$ cat src/rtl/alu_arbiter.sv
// -----------------------------------------------------------------------------
// alu_arbiter
// -----------------------------------------------------------------------------
// Purpose:
//   Two-requester round-robin front end for a shared, purely combinational
//   RV32I ALU. One operation is in flight at a time. The block decodes the
//   RV32I {funct7[5], funct3} op into ALU control signals, presents the
//   operands for exactly one cycle (EXEC), captures the ALU result and holds it
//   as a response (RESP) until the consumer accepts it.
//
// Configuration macro:
//   ALU_ARB_PIPELINE_EN - when defined, a new request may be accepted in the
//                         same cycle that a response completes (one op every
//                         2 cycles). When undefined, one IDLE cycle separates
//                         operations (one op every 3 cycles).
//
// Ports:
//   i_clk            clock, rising edge
//   i_rst            synchronous active-high reset
//   i_req_valid[1:0] request valid, bit n for requester n
//   o_req_ready[1:0] request accepted this cycle, bit n (combinational)
//   i_req_op0/1      {funct7[5], funct3} of requester 0/1
//   i_req_a0/1       operand A of requester 0/1
//   i_req_b0/1       operand B of requester 0/1
//   o_rsp_valid      response valid
//   o_rsp_id         requester index of the response
//   o_rsp_result     ALU result of the response
//   i_rsp_ready      consumer accepts the response
//   o_alu_op_a/b     ALU operands (zero outside EXEC)
//   o_alu_sub        subtract / arithmetic-shift select
//   o_alu_shift_dir  0 = left, 1 = right
//   o_alu_cmp_sig    1 = signed compare
//   o_alu_bool_op    boolean select: 00 xor, 10 or, 11 and
//   o_alu_op_sel     unit select: 0001 add, 0010 cmp, 0100 bool, 1000 shift
//   i_alu_result     combinational ALU result
// -----------------------------------------------------------------------------
module alu_arbiter (
    input  logic        i_clk,
    input  logic        i_rst,
    input  logic [1:0]  i_req_valid,
    output logic [1:0]  o_req_ready,
    input  logic [3:0]  i_req_op0,
    input  logic [3:0]  i_req_op1,
    input  logic [31:0] i_req_a0,
    input  logic [31:0] i_req_a1,
    input  logic [31:0] i_req_b0,
    input  logic [31:0] i_req_b1,
    output logic        o_rsp_valid,
    output logic        o_rsp_id,
    output logic [31:0] o_rsp_result,
    input  logic        i_rsp_ready,
    output logic [31:0] o_alu_op_a,
    output logic [31:0] o_alu_op_b,
    output logic        o_alu_sub,
    output logic        o_alu_shift_dir,
    output logic        o_alu_cmp_sig,
    output logic [1:0]  o_alu_bool_op,
    output logic [3:0]  o_alu_op_sel,
    input  logic [31:0] i_alu_result
);

`ifdef ALU_ARB_PIPELINE_EN
    localparam logic PIPELINE_EN = 1'b1;
`else
    localparam logic PIPELINE_EN = 1'b0;
`endif

    typedef enum logic [1:0] {
        ST_IDLE = 2'b00,
        ST_EXEC = 2'b01,
        ST_RESP = 2'b10
    } state_t;

    typedef struct packed {
        logic [3:0] op_sel;
        logic       sub;
        logic       shift_dir;
        logic       cmp_sig;
        logic [1:0] bool_op;
        logic       is_shift;
    } ctrl_t;

    // Decode {funct7[5], funct3} into ALU controls. funct7[5] only matters for
    // add/sub and srl/sra; every other funct3 ignores it.
    function automatic ctrl_t decode_op(input logic [3:0] op);
        ctrl_t c;
        c = '0;
        case (op[2:0])
            3'b000: begin
                c.op_sel = 4'b0001;
                c.sub    = op[3];
            end
            3'b001: begin
                c.op_sel    = 4'b1000;
                c.shift_dir = 1'b0;
                c.is_shift  = 1'b1;
            end
            3'b101: begin
                c.op_sel    = 4'b1000;
                c.shift_dir = 1'b1;
                c.sub       = op[3];
                c.is_shift  = 1'b1;
            end
            3'b010: begin
                c.op_sel  = 4'b0010;
                c.sub     = 1'b1;
                c.cmp_sig = 1'b1;
            end
            3'b011: begin
                c.op_sel  = 4'b0010;
                c.sub     = 1'b1;
                c.cmp_sig = 1'b0;
            end
            3'b100: begin
                c.op_sel  = 4'b0100;
                c.bool_op = 2'b00;
            end
            3'b110: begin
                c.op_sel  = 4'b0100;
                c.bool_op = 2'b10;
            end
            3'b111: begin
                c.op_sel  = 4'b0100;
                c.bool_op = 2'b11;
            end
            default: c = '0;
        endcase
        return c;
    endfunction

    // Shift amounts are 5 bits in RV32I; the upper operand bits are cleared so
    // the ALU never sees an out-of-range shift.
    function automatic logic [31:0] shape_b(input logic is_shift, input logic [31:0] b);
        logic [31:0] r;
        if (is_shift) begin
            r = {27'b0, b[4:0]};
        end else begin
            r = b;
        end
        return r;
    endfunction

    state_t      state_r;
    logic        last_grant_r;

    logic        arb_en_s;
    logic        grant_any_s;
    logic        grant_id_s;
    logic        accept_s;
    logic [3:0]  sel_op_s;
    logic [31:0] sel_a_s;
    logic [31:0] sel_b_s;
    ctrl_t       sel_ctrl_s;

    // Arbitration window: IDLE always; RESP only while the response completes
    // and back-to-back acceptance is built in. Never while reset is asserted.
    always_comb begin
        arb_en_s = 1'b0;
        if (i_rst) begin
            arb_en_s = 1'b0;
        end else if (state_r == ST_IDLE) begin
            arb_en_s = 1'b1;
        end else if ((state_r == ST_RESP) && i_rsp_ready && PIPELINE_EN) begin
            arb_en_s = 1'b1;
        end else begin
            arb_en_s = 1'b0;
        end
    end

    // Round-robin winner: a lone requester wins; on a tie the one not granted
    // last time wins.
    always_comb begin
        grant_id_s = 1'b0;
        case (i_req_valid)
            2'b01:   grant_id_s = 1'b0;
            2'b10:   grant_id_s = 1'b1;
            2'b11:   grant_id_s = ~last_grant_r;
            default: grant_id_s = 1'b0;
        endcase
    end

    // Ready/accept and the granted requester's payload mux.
    always_comb begin
        grant_any_s = |i_req_valid;
        accept_s    = arb_en_s & grant_any_s;
        o_req_ready = 2'b00;
        if (accept_s) begin
            o_req_ready = grant_id_s ? 2'b10 : 2'b01;
        end else begin
            o_req_ready = 2'b00;
        end
        if (grant_id_s) begin
            sel_op_s = i_req_op1;
            sel_a_s  = i_req_a1;
            sel_b_s  = i_req_b1;
        end else begin
            sel_op_s = i_req_op0;
            sel_a_s  = i_req_a0;
            sel_b_s  = i_req_b0;
        end
        sel_ctrl_s = decode_op(sel_op_s);
    end

    // Main FSM. The ALU control outputs are registered at acceptance, so they
    // are valid exactly during EXEC and cleared on leaving it.
    always_ff @(posedge i_clk) begin
        if (i_rst) begin
            state_r         <= ST_IDLE;
            last_grant_r    <= 1'b1;
            o_rsp_valid     <= 1'b0;
            o_rsp_id        <= 1'b0;
            o_rsp_result    <= 32'h0000_0000;
            o_alu_op_a      <= 32'h0000_0000;
            o_alu_op_b      <= 32'h0000_0000;
            o_alu_sub       <= 1'b0;
            o_alu_shift_dir <= 1'b0;
            o_alu_cmp_sig   <= 1'b0;
            o_alu_bool_op   <= 2'b00;
            o_alu_op_sel    <= 4'b0000;
        end else begin
            case (state_r)
                ST_IDLE: begin
                    state_r <= ST_IDLE;
                end
                ST_EXEC: begin
                    o_rsp_result    <= i_alu_result;
                    o_rsp_valid     <= 1'b1;
                    state_r         <= ST_RESP;
                    o_alu_op_a      <= 32'h0000_0000;
                    o_alu_op_b      <= 32'h0000_0000;
                    o_alu_sub       <= 1'b0;
                    o_alu_shift_dir <= 1'b0;
                    o_alu_cmp_sig   <= 1'b0;
                    o_alu_bool_op   <= 2'b00;
                    o_alu_op_sel    <= 4'b0000;
                end
                ST_RESP: begin
                    if (i_rsp_ready) begin
                        o_rsp_valid <= 1'b0;
                        state_r     <= ST_IDLE;
                    end else begin
                        state_r     <= ST_RESP;
                    end
                end
                default: begin
                    state_r         <= ST_IDLE;
                    o_rsp_valid     <= 1'b0;
                    o_alu_op_a      <= 32'h0000_0000;
                    o_alu_op_b      <= 32'h0000_0000;
                    o_alu_sub       <= 1'b0;
                    o_alu_shift_dir <= 1'b0;
                    o_alu_cmp_sig   <= 1'b0;
                    o_alu_bool_op   <= 2'b00;
                    o_alu_op_sel    <= 4'b0000;
                end
            endcase
            // Acceptance only happens in IDLE or a completing RESP, so it
            // never collides with the EXEC branch above.
            if (accept_s) begin
                state_r         <= ST_EXEC;
                last_grant_r    <= grant_id_s;
                o_rsp_id        <= grant_id_s;
                o_alu_op_a      <= sel_a_s;
                o_alu_op_b      <= shape_b(sel_ctrl_s.is_shift, sel_b_s);
                o_alu_sub       <= sel_ctrl_s.sub;
                o_alu_shift_dir <= sel_ctrl_s.shift_dir;
                o_alu_cmp_sig   <= sel_ctrl_s.cmp_sig;
                o_alu_bool_op   <= sel_ctrl_s.bool_op;
                o_alu_op_sel    <= sel_ctrl_s.op_sel;
            end else begin
                last_grant_r    <= last_grant_r;
            end
        end
    end

endmodule

$ cat config.mk
export PLATFORM = sky130hd
export DESIGN_NAME = alu_arbiter
export DESIGN_NICKNAME = d
export VERILOG_FILES = /design/src/rtl/alu_arbiter.sv
export SDC_FILE = /design/constraint.sdc
export NUM_CORES = 1
export LEC_CHECK = 0
export CORE_MARGIN = 10
export CORE_UTILIZATION = 25
export DETAILED_ROUTE_END_ITERATION = 8
export GPL_TIMING_DRIVEN = 1
export PLACE_DENSITY = 0.69
export SKIP_LAST_GASP = 1
export SLEW_MARGIN = 10
export SYNTH_ARGS = -nofsm -noshare
export SYNTH_HDL_FRONTEND = slang
export SYNTH_SLANG_ARGS = --single-unit
$ cat constraint.sdc
create_clock -name i_clk -period 4.4 [get_ports i_clk]
set_input_delay 0.44 -clock i_clk [delete_from_list [all_inputs] [get_ports i_clk]]
set_output_delay 0.44 -clock i_clk [all_outputs]
set_load 0.1 [all_outputs]
==> results of run 1 <==
==> placed cells by master, fill, tap and decap left out, types with 2 or more instances in the layout <==
cell type        count
xor2_1               2
a22oi_1             27
o21ai_0              3
mux2i_1             35
nor2b_1              2
dfxtp_1            110
clkdlybuf4s50_1    278
nand2b_1             3
a222oi_1            37
clkbuf_16            9
a21o_1               3
inv_6                3
a21oi_1              2
o2bb2ai_1           10
inv_1                3
nor2_1              74
buf_4                7
ha_1                 2
nand2_1              3
o2bb2ai_2           20
a32o_1               2
clkinvlp_4           2
==> per-stage QoR <==
step | util [%] | cell area (µm²)
2_1_floorplan | - | 4290
3_3_place_gp | 43.3 | 7240
3_5_place_dp | 43.3 | 7240
4_1_cts | 45.0 | 7520
5_1_grt | 45.0 | 7520
6_report | 45.0 | 7520
==> logic make-up after synthesis <==
family / Yosys count / synth area share [%]
AOI/OAI and AO/OA: 110 / 25.4
DFF: 110 / 51.3
and+or+nand+nor: 90 / 8.69
buffers and inverters: 40 / 4.61
muxes: 37 / 8.77
adders and majority gates: 3 / 0.874
xor gates and xnor gates: 2 / 0.408
==> final cells by class <==
class	instances	area [µm²]
Fill cell	1548	9180
Timing Repair Buffer	286	2840
Sequential cell	110	2200
Multi-Input combinational cell	242	1910
Tap cell	220	275
Clock buffer	9	225
Clock inverter	6	57.6
Inverter	3	11.3
==> layer usage <==
| metal | vias to the layer above | track usage, % | share of wire (%) |
|---|---|---|---|
| met4 | 0 | 3.71 | 1.1 |
| met3 | 14 | 8.00 | 14 |
| met1 | 2023 | 15.1 | 38 |
| met2 | 223 | 24.4 | 47 |
| li1 | 2008 | - | - |
| met5 | - | 0 | 0 |
==> state kept, by name (all words and copies together) (netlist names) <==
name / flops
last_grant_r: 1
o_alu_bool_op: 2
o_alu_cmp_sig: 1
o_alu_op_a: 32
o_alu_op_b: 32
o_alu_op_sel: 4
o_alu_shift_dir: 1
o_alu_sub: 1
o_rsp_id: 1
o_rsp_result: 32
o_rsp_valid: 1
state_r: 2
==> path summary, 6_finish.rpt <==
path                                   endpoint  slack [ns]
setup reg to reg  o_alu_bool_op[0]$_SDFFE_PP0P_        1.73
setup / recovery                 o_req_ready[0]        1.44
hold / removal    o_alu_bool_op[1]$_SDFFE_PP0P_        0.46
hold reg to reg   o_alu_bool_op[1]$_SDFFE_PP0P_        0.46
==> power by group through the flow <==
stage | clock [mW] | combinational, mW | sequential (mW)
floorplan | 0 | 0.201 | 1.53
global placement | 0 | 0.937 | 1.11
detailed placement | 0 | 0.948 | 1.12
CTS | 0.825 | 0.951 | 1.09
global route | 0.862 | 0.984 | 1.10
finish | 0.790 | 0.943 | 1.09
==> worst max-delay path: stages (launching register included) <==
cell and delay (ns):
dfxtp_1 0.32, inv_1 0.08, ha_1 0.25, nor2b_1 0.24
and3_2 0.80, buf_4 0.43
==> flow_summary.rst, run 1 <==
.. list-table::
   :header-rows: 1

   * - Metric
     - Value
   * - Result of the run
     - finished clean
   * - Final Hold Violating Endpoints
     - 0
   * - Syn Nets
     - 568
   * - Required time worst endpoint
     - 3.96 ns
   * - Logic gate share of total power
     - 33.4%
   * - Warnings, synthesis
     - 0
   * - Clock Root Buffer
     - clkbuf_16
   * - CTS hold repair buffers
     - 0
   * - Proportion of synthesized chip area in sequential cells
     - roughly 50%
   * - Synthesized netlist cell count
     - 392
   * - Buffers added on ports
     - 281
   * - Kind of start point of the critical path
     - flip-flop
   * - Final wirelength
     - 17.2 mm
   * - Initial core utilization
     - 25.7%
   * - DRT iter0 DRCs
     - 299
   * - EDFF count, synth
     - 0
   * - Most common cell in the netlist
     - dfxtp_1
   * - Placement row count
     - 47
   * - R2R Path Start
     - state_r[0]$_SDFF_PP0_
   * - Post-synth top cells
     - dfxtp_1 (110), nor2_1 (74), a222oi_1 (37), mux2i_1 (35), a22oi_1 (27)
   * - Max H-tree Level
     - 3
   * - Time the final worst path needs with I/O delays and setup
     - approximately 3.0 ns
   * - Number of nets in the layout
     - slightly above 800
   * - Main area contributors after synthesis
     - dfxtp_1 (51%), a222oi_1 (8.6%), mux2i_1 (8.2%)
   * - Top-area cell type share of the netlist area
     - about half
   * - Area leader, netlist
     - dfxtp_1
   * - Internal power
     - 1.76 mW
   * - Share of cells above drive strength 1
     - 7.93%
   * - Post-route setup slack
     - 1.44 ns
   * - Final RePlAce weighted congestion
     - around 0.8
   * - Placeable core region
     - 16,700 µm²
   * - Residual DRC
     - 0
   * - Relative slew margins
     - roughly 29%
   * - Clock latency at the later pin of the worst-skew pair
     - 0.36 ns
   * - Number of buffers created by CTS
     - 9
   * - Area growth from synthesis to final layout
     - 75.1%
   * - Die boundary width
     - 151 µm
   * - Cell depth of the worst flop-to-flop path
     - 7
   * - Instance count along the most critical hold path
     - 1
   * - Worst-path maximum fanout
     - 43
   * - Number of pins exceeding their max-slew limit in the final report
     - 0
   * - Cell area after synthesis
     - about 4300 µm²
   * - TritonRoute pass-1 iters
     - 6
   * - Async S/R FF share, synth
     - 0%
   * - Min-Delay Path Class
     - reg2reg
   * - Clock group share of total power
     - 28.0%
   * - Vias in the first global route
     - between 4,000 and 5,000
   * - Total Die Area
     - 22,800 µm²
   * - Transition time at the pin with the least slew margin
     - ~1.1 ns
   * - Min-delay src
     - o_alu_bool_op[1]$_SDFFE_PP0P_
   * - Unique masters post-synth
     - 36
   * - Sequential Power Share
     - 38.7%
   * - Number of antenna violations at the first check in global routing
     - 0
   * - Fin crit share
     - between 60% and 70%
   * - Global routing usage summed across all routing layers
     - 14.4%
   * - Number of endpoints failing setup at the final stage
     - 0
   * - Setup_tns
     - 0 ns
   * - HPWL after detailed placement
     - 13.2 mm
   * - Worst Setup Slack post-DPL
     - 1.32 ns
   * - Worst path arrival time
     - roughly 2.5 ns
   * - Critical Path Source
     - state_r[1]$_SDFF_PP0_
   * - Clock tree skew after final layout
     - between 0.009 and 0.01 ns
   * - FF+latch count, synth
     - 110
   * - Synth Flop Type
     - dfxtp_1
   * - Switch Pwr
     - 1.06 mW
   * - Final antenna-violating net count
     - 0
   * - Via Count
     - ~4,300
   * - Worst setup path class
     - reg2out
   * - Unrepaired setup endpoints after global routing
     - no
   * - Remaining global-route overflow
     - 0
   * - Number of max-capacitance violations reported
     - 0
   * - Resized Gates After CTS
     - 0
   * - CP endpoint kind
     - output port
   * - Post-CTS repair timing setup buffer count
     - 0
   * - Fraction of power spent switching nets
     - 37.6%
   * - Wire length of the first global-routing pass
     - ~26 mm
   * - Placed insts
     - 861
   * - Synthesized area per cell
     - 11.0 µm²
   * - Fmax achieved
     - 0.338 GHz
   * - Overall power after layout
     - around 2.8 mW
   * - Worst vdd rail ir drop
     - 0.000225 V
   * - Worst hold slack across all endpoints
     - around 0.46 ns
   * - Largest net degree at the start of global routing
     - 76
   * - Vias per cell
     - 4.87
   * - I/O pin count
     - ~280
   * - Routed length per placed instance
     - 19.6 µm
   * - Diodes inserted
     - 0
   * - Power density of the placed cells
     - around 380 nW/µm²
   * - TritonCTS clock tree
     - done
   * - Number of cells in the finished layout apart from fillers
     - 876
   * - Maximum count of clock buffers along a single path
     - 2
   * - Clock sinks
     - 110
   * - Overall die height
     - 151 µm
   * - Leakage Power
     - 2.71 nW
   * - Reg clk slew, reported paths
     - approximately 0.070 ns
(Power assumes the default switching activity.)
==> run 2: changes to the inputs <==
- PLACE_DENSITY: 0.69 -> 0.72
- clock period: 4.4 -> 2.7 ns (I/O delays scaled with it)
==> flow_summary.rst, run 2 (same netlist as run 1, synthesis figures left out) <==
.. list-table::
   :header-rows: 1

   * - Metric
     - Value
   * - Result of the run
     - finished clean
   * - Sequential Power Share
     - 37.9%
   * - I/O pin count
     - 282
   * - Number of antenna violations at the first check in global routing
     - 0
   * - TritonRoute pass-1 iters
     - 7
   * - Number of buffers created by CTS
     - 9
   * - Final antenna-violating net count
     - 0
   * - Number of endpoints failing setup at the final stage
     - 0
   * - Remaining global-route overflow
     - 0
   * - Vias in the first global route
     - 4,380
   * - Resized Gates After CTS
     - 0
   * - Setup_tns
     - 0 ns
   * - Clock latency at the later pin of the worst-skew pair
     - 0.35 ns
   * - Global routing usage summed across all routing layers
     - 13.6%
   * - Logic gate share of total power
     - 32.3%
   * - Largest net degree at the start of global routing
     - 74
   * - TritonCTS clock tree
     - done
   * - Total Die Area
     - 22,800 µm²
   * - Unrepaired setup endpoints after global routing
     - no
   * - Overall die height
     - 151 µm
   * - Fill count
     - 1,604
   * - Biggest registers after layout
     - o_alu_op_a x32, o_alu_op_b x32, o_rsp_result x32
   * - Via Count
     - 4,199
   * - Clock group share of total power
     - 29.7%
   * - Die boundary width
     - roughly 150 µm
   * - Switch Pwr
     - approximately 1.7 mW
   * - Leakage Power
     - around 3 nW
   * - Final wirelength
     - ~17 mm
   * - Clock tree skew after final layout
     - 0.00972 ns
   * - Buffers added on ports
     - 281
   * - Post-CTS repair timing setup buffer count
     - 0
   * - Placement row count
     - 47
   * - Transition time at the pin with the least slew margin
     - approximately 0.80 ns
   * - CP endpoint kind
     - output port
   * - Final RePlAce weighted congestion
     - approximately 0.85
   * - Worst hold slack across all endpoints
     - 0.364 ns
   * - Number of pins exceeding their max-slew limit in the final report
     - 0
   * - Number of max-capacitance violations reported
     - 0
   * - Max H-tree Level
     - 3
   * - Number of nets in the layout
     - 835
   * - Residual DRC
     - 0
   * - Clock sinks
     - 110
   * - Worst path arrival time
     - just under 2 ns
   * - Worst-path cell with the longest stage delay
     - dfxtp_1
   * - Worst-path maximum fanout
     - 38
   * - Required time worst endpoint
     - 2.43 ns
   * - Largest stage delay, worst path
     - between 0.3 and 0.4 ns
   * - Buf/Inv on CP
     - 3
   * - Area growth from synthesis to final layout
     - 72.0%
   * - Internal power
     - 2.98 mW
   * - Reg clk slew, reported paths
     - 0.07 ns
   * - Kind of start point of the critical path
     - flip-flop
   * - Initial core utilization
     - 25.7%
   * - Kind of cell with the highest combined delay on the critical path
     - simple AND/OR/NAND/NOR gates
   * - Min-Delay Path Class
     - in2reg
   * - Worst setup path class
     - reg2out
   * - Overall power after layout
     - between 4 and 5 mW
   * - Placeable core region
     - 16,700 µm²
   * - Library cell appearing most often on the critical path
     - buf_12
   * - Fraction of power spent switching nets
     - 36.5%
   * - Relative slew margins
     - 46.9%
   * - CTS hold repair buffers
     - 0
   * - Chain of cells forming the critical path
     - inv_1 > ha_1 > nor2b_1 > and3_2 > buf_12 > buf_12
   * - Time the final worst path needs with I/O delays and setup
     - approximately 2.2 ns
   * - Power density of the placed cells
     - 636 nW/µm²
   * - Fmax achieved
     - ~0.45 GHz
   * - HPWL after detailed placement
     - between 10 and 15 mm
   * - Diodes inserted
     - 0
   * - Most frequent standard cell in the layout excluding fill and tap cells
     - clkdlybuf4s50_1
   * - Vias per cell
     - 4.75
   * - Top library cells by usage in the layout, fill and taps aside
     - clkdlybuf4s50_1 (171), buf_4 (117), dfxtp_1 (110)
   * - Final Hold Violating Endpoints
     - 0
   * - Maximum count of clock buffers along a single path
     - 2
   * - Worst vdd rail ir drop
     - 0.000363 V
   * - Share of cells above drive strength 1
     - 25.2%
   * - Wire length of the first global-routing pass
     - 24.6 mm
   * - DRT iter0 DRCs
     - between 200 and 300
   * - Fin crit share
     - just over 80%
   * - Clock Root Buffer
     - clkbuf_16
   * - Routed length per placed instance
     - 18.7 µm
-- run 2: area by class of cell --
type | instances | area, µm² | share of cell area (%)
multi-input combinational | 242 | 1910 | 25.8
tap | 220 | 275 | 3.73
clock buffer | 10 | 239 | 3.24
inverter | 3 | 11.3 | 0.152
timing repair buffer | 293 | 2680 | 36.2
sequential | 110 | 2200 | 29.8
clock inverter | 6 | 75.1 | 1.02
-- run 2: path summary, 6_finish.rpt --
kind / startpoint / endpoint / slack [ns] / depth (start not counted)
setup reg to reg: state_r[0]$_SDFF_PP0_ / o_alu_op_a[7]$_SDFFE_PP0P_ / 0.74 / 7
hold reg to reg: o_rsp_id$_SDFFE_PP0P_ / o_rsp_id$_SDFFE_PP0P_ / 0.46 / 1
setup / recovery: state_r[0]$_SDFF_PP0_ / o_req_ready[0] / 0.48 / 6
hold / removal: i_rst / o_alu_shift_dir$_SDFFE_PP0P_ / 0.36 / 3
-- run 2: stage by stage --
step	area [µm²]	util, %	cells	worst slack [ns]
final	7380	44.2	884	0.483
after global routing	7380	44.2	884	0.344
after CTS	7380	44.2	884	0.466
after detailed placement	7070	42.3	868	0.432
after global placement	7070	42.3	868	0.573
after floorplan	4290	-	392	0.657
-- run 2: routing by layer --
layer,share of wire [%],vias up,GRT usage [%]
li1,-,2020,-
met1,41,1948,16.4
met2,45,217,20.8
met3,13,14,6.83
met4,1.5,0,4.28
met5,0,-,0
-- run 2: power groups by stage --
stage          combinational, mW  clock (mW)  sequential (mW)
3_3_place_gp                1.52           0             1.82
2_1_floorplan              0.327           0             2.50
5_1_grt                     1.59        1.52             1.79
6_report                    1.52        1.40             1.78
4_1_cts                     1.53        1.46             1.78
3_5_place_dp                1.53           0             1.82
-- run 2: tightest hold or removal path: stages --
cell       delay (ns)
buf_2            0.17
nor2b_4          0.10
o2bb2ai_1        0.12
